==> src/rtl/bmu.sv <==
// Branch metric unit for a 4-state rate-1/2 Viterbi decoder.
// Registers the Hamming distance between each received symbol pair and every trellis branch codeword.
module bmu (
  input  logic       clk_i,
  input  logic       rst_ni,
  input  logic [1:0] piso_data_i,
  input  logic       piso_valid_i,
  output logic [1:0] bm_s0_s0_o,
  output logic [1:0] bm_s0_s2_o,
  output logic [1:0] bm_s1_s0_o,
  output logic [1:0] bm_s1_s2_o,
  output logic [1:0] bm_s2_s1_o,
  output logic [1:0] bm_s2_s3_o,
  output logic [1:0] bm_s3_s1_o,
  output logic [1:0] bm_s3_s3_o,
  output logic       bm_valid_o
);

  // Only four distinct codewords exist, so four distances cover all eight branches.
  logic [1:0] dist_00, dist_01, dist_10, dist_11;

  logic [1:0] bm_s0_s0_q, bm_s0_s2_q, bm_s1_s0_q, bm_s1_s2_q;
  logic [1:0] bm_s2_s1_q, bm_s2_s3_q, bm_s3_s1_q, bm_s3_s3_q;
  logic [1:0] bm_s0_s0_d, bm_s0_s2_d, bm_s1_s0_d, bm_s1_s2_d;
  logic [1:0] bm_s2_s1_d, bm_s2_s3_d, bm_s3_s1_d, bm_s3_s3_d;
  logic       bm_valid_q, bm_valid_d;

  function automatic logic [1:0] hamming2(input logic [1:0] a, input logic [1:0] b);
    logic [1:0] x;
    x = a ^ b;
    return {x[1] & x[0], x[1] ^ x[0]};
  endfunction

  always_comb begin
    dist_00 = hamming2(piso_data_i, 2'b00);
    dist_01 = hamming2(piso_data_i, 2'b01);
    dist_10 = hamming2(piso_data_i, 2'b10);
    dist_11 = hamming2(piso_data_i, 2'b11);
  end

  always_comb begin
    bm_s0_s0_d = bm_s0_s0_q;
    bm_s0_s2_d = bm_s0_s2_q;
    bm_s1_s0_d = bm_s1_s0_q;
    bm_s1_s2_d = bm_s1_s2_q;
    bm_s2_s1_d = bm_s2_s1_q;
    bm_s2_s3_d = bm_s2_s3_q;
    bm_s3_s1_d = bm_s3_s1_q;
    bm_s3_s3_d = bm_s3_s3_q;
    bm_valid_d = piso_valid_i;
    // Data is ignored entirely when not valid, so undefined inputs cannot leak through.
    if (piso_valid_i) begin
      bm_s0_s0_d = dist_00;
      bm_s0_s2_d = dist_11;
      bm_s1_s0_d = dist_11;
      bm_s1_s2_d = dist_00;
      bm_s2_s1_d = dist_10;
      bm_s2_s3_d = dist_01;
      bm_s3_s1_d = dist_01;
      bm_s3_s3_d = dist_10;
    end
  end

  always_ff @(posedge clk_i) begin
    if (!rst_ni) begin
      bm_s0_s0_q <= 2'd0;
      bm_s0_s2_q <= 2'd0;
      bm_s1_s0_q <= 2'd0;
      bm_s1_s2_q <= 2'd0;
      bm_s2_s1_q <= 2'd0;
      bm_s2_s3_q <= 2'd0;
      bm_s3_s1_q <= 2'd0;
      bm_s3_s3_q <= 2'd0;
      bm_valid_q <= 1'b0;
    end else begin
      bm_s0_s0_q <= bm_s0_s0_d;
      bm_s0_s2_q <= bm_s0_s2_d;
      bm_s1_s0_q <= bm_s1_s0_d;
      bm_s1_s2_q <= bm_s1_s2_d;
      bm_s2_s1_q <= bm_s2_s1_d;
      bm_s2_s3_q <= bm_s2_s3_d;
      bm_s3_s1_q <= bm_s3_s1_d;
      bm_s3_s3_q <= bm_s3_s3_d;
      bm_valid_q <= bm_valid_d;
    end
  end

  assign bm_s0_s0_o = bm_s0_s0_q;
  assign bm_s0_s2_o = bm_s0_s2_q;
  assign bm_s1_s0_o = bm_s1_s0_q;
  assign bm_s1_s2_o = bm_s1_s2_q;
  assign bm_s2_s1_o = bm_s2_s1_q;
  assign bm_s2_s3_o = bm_s2_s3_q;
  assign bm_s3_s1_o = bm_s3_s1_q;
  assign bm_s3_s3_o = bm_s3_s3_q;
  assign bm_valid_o = bm_valid_q;

endmodule

==> config.mk <==
export PLATFORM = sky130hd
export DESIGN_NAME = bmu
export DESIGN_NICKNAME = d
export VERILOG_FILES = /design/src/rtl/bmu.sv
export SDC_FILE = /design/constraint.sdc
export NUM_CORES = 1
export LEC_CHECK = 0
export CAP_MARGIN = 20
export CELL_PAD_IN_SITES_DETAIL_PLACEMENT = 0
export CELL_PAD_IN_SITES_GLOBAL_PLACEMENT = 2
export CORE_AREA = 2 2 40 61
export DETAILED_ROUTE_END_ITERATION = 6
export DIE_AREA = 0 0 42 63
export GPL_TIMING_DRIVEN = 0
export PLACE_DENSITY_LB_ADDON = 0.1
export SYNTH_ARGS = -nofsm -noshare
export SYNTH_HDL_FRONTEND = slang
export SYNTH_SLANG_ARGS = --single-unit
==> constraint.sdc <==
create_clock -name clk_i -period 1 [get_ports clk_i]
set_input_delay 0.2 -clock clk_i [delete_from_list [all_inputs] [get_ports clk_i]]
set_output_delay 0.2 -clock clk_i [all_outputs]
set_load 0.02 [all_outputs]
==> impl_results.md <==
* Worst r2r path cells at 3
* Switching Share at 27.8%
* Area delta synth->final at 65.3%
* Fin nets at 71
* Clk pwr share at 32.6%
* Non-Filler Instances at 84
* FFs w/ async S/R, synth at 0%
* Fmax achieved at 959 MHz
* Worst hold path type: in2reg
* Number of enable flip-flop cells after synthesis at 0
* WHS Path Cells at 2
* Die ar. at 0.00265 mm²
* Req. time, crit path at 0.80 ns
* Netlist cell types at 11
* Minimum clock period at 1.04 ns
* TritonCTS Buffers at 3
* Syn Area/Cell at 10.6 µm²
* Std-Cell Rows at 21
* Total wire length at 752 µm
* Power per cell area at 1190 mW/mm²
* Chip Height at 63 µm
* Share of cells above drive strength 1 at 63.9%
* Skew-Pair Late Insertion Delay at 0.25 ns
* Post-Syn Area at 404 µm²
* P_int at 0.000576 W
* Routed vias/inst at 3.77
* Core ar. at 0.00213 mm²
* CTS H-tree depth at 1
* Port bufs at 20
* Post-synth top area share at 34.7%
* Final worst slack at -0.0432 ns
* Part of the power in registers at 38.9%
* Commonest cells post-synth: buf_4 (10), dfxtp_1 (7), mux2i_1 (5), nor2b_1 (5), ha_1 (4)
* Ports at 22
* Antenna cells at 0
* Setup_tns at -0.227 ns
* Drt wl/cell at 8.95 µm
* DRT antenna net count at 0
* Die W at 42 µm
* Final hold violation count at 0
* DRC at 0
* Sequential area share after synthesis at 34.7%
* First-pass DRT Iterations at 2
* Gr usage total at 6.38%
* Slew Viols, Final at 0
* Initial antenna violation count at 0
* Maximum fanout along the worst path at 5
* Starting DRT DRC Count at 1
* Dominant synthesized flop cell: dfxtp_1
* Period utilization at 104%
* Clock root buffer: clkbuf_4
* Post-synth top area cell: dfxtp_1
* Post-synthesis register bit count at 7
* CTS sink cnt at 7
* Starting density of the core at 19.0%
* CTS tree: built
* Worst setup EP type: primary output
* Pleak at 0.341 nW
* Final Setup Violations at 7
* Gpl congestion at 0.618
* Count leader, synth: buf_4
* Worst-path clk slew at 0.06 ns
* Fillers at 234
* Critical path class: reg2out
* Max Cap Violations at 0
* Net count after synthesis at 47
* Vias at 317
* Vias in the first global route at 328
* Ys Warns at 0
* Slew @ Worst Pin at 0.206 ns
* Placed Cells at 81
* Cells after synthesis at 38
* Largest net degree at the start of global routing at 9
* Global-route wire length before repair at 1280 µm
* Arrival time worst endpoint at 0.84 ns
* Dpl hpwl at 593 µm
* Comb pwr share at 28.5%
* Status: complete, but fails checks
* Area contributors post-synth: dfxtp_1 (35%), buf_4 (19%), ha_1 (12%)
* Critical Path Source Type: flop
* RSZ-0062 raised after global routing: yes
* Max_slew headroom at 86.3%
* Failing checks: setup timing
* Gr ovfl total at 0
* Net switching power at 0.000221 W
* Worst-case clock buffer depth at 2
* Clk_skew at 0 ns
* Max VDD drop at 434 µV
## sequential cells by signal, indices dropped and copies added, names as in the netlist
name / flops
bm_s1_s0_o: 1
bm_valid_o: 1
bm_s3_s1_o: 1
bm_s2_s1_o: 2
bm_s1_s2_o: 2
## per-layer routing
layer	vias to the layer above	routed length (µm)	global-route usage (%)
met2	17	399	10.5
met1	145	272	6.45
li1	155	-	-
met4	0	0	6.05
met5	-	0	0
met3	0	81	1.16
## through the flow
stage	hold WS, ns	worst slack [ns]	power [W]	area (µm²)	utilization, %
6_report	0.234	-0.0432	0.000798	668	31.4
3_5_place_dp	0.495	-0.423	0.000538	633	29.7
3_3_place_gp	0.497	-0.428	0.000539	633	29.7
5_1_grt	0.246	-0.0642	0.000840	668	31.4
4_1_cts	0.229	-0.0515	0.000827	702	33.0
2_1_floorplan	0.328	0.0856	0.000439	404	-
## placed cells by master, fill, tap and decap left out, drive strengths merged
cell            n
a21boi          1
and2            1
buf            27
clkbuf          4
clkdlybuf4s50   1
dfxtp           7
dlygate4sd2     2
ha              4
inv             2
mux2i           5
nand2b          2
nor2b           5
## final cells by class
cell class                 instances  area (µm²)  share of cell area, %
inverter                           2        7.51                   1.12
tap                               23        28.8                   4.31
clock buffer                       4        26.3                   3.93
timing repair buffer              22         193                   28.8
multi-input combinational         18         170                   25.5
buffer                             8        90.1                   13.5
sequential                         7         153                   22.8
## cell families (layout without fill, tap and decap cells)
family                     after synthesis  count (layout)  synth area share, %
buffers and inverters                   13              36                 23.2
muxes                                    5               5                 12.4
adders and majority gates                4               4                 12.4
and+or+nand+nor                          8               8                 14.6
DFF                                      7               7                 34.7
AOI/OAI and AO/OA                        1               1                 2.79
## timing repair
action	4_1_cts	5_1_grt
endpoints found under the setup margin	21	11
buffers inserted	2	0
hold buffers	0	0
resized for setup	109	0
pin swaps	0	0
## worst max-delay path: stages (launching register included)
cell     delay, ns
dfxtp_4       0.36
buf_6         0.11
buf_6         0.12
## power groups by stage
stage	Clock [W]	Combinational [W]	Sequential, W
final	0.000260	0.000228	0.000310
after global routing	0.000283	0.000244	0.000313
after global placement	0	0.000226	0.000313
after detailed placement	0	0.000224	0.000314
after CTS	0.000274	0.000242	0.000310
after floorplan	0	0.000109	0.000330
## worst paths after layout
path | end | from | slack, ns
max reg2reg | bm_s1_s0_o[1]$_SDFFE_PN0P_ | bm_s1_s0_o[1]$_SDFFE_PN0P_ | 0.28
min reg2reg | bm_s3_s1_o[1]$_SDFFE_PN0P_ | bm_s3_s1_o[1]$_SDFFE_PN0P_ | 0.53
min | bm_valid_o$_SDFF_PN0_ | piso_valid_i | 0.23
max | bm_s0_s2_o[0] | bm_s1_s2_o[0]$_SDFFE_PN0P_ | -0.04
Note: power is estimated with default switching activity, not from simulation.
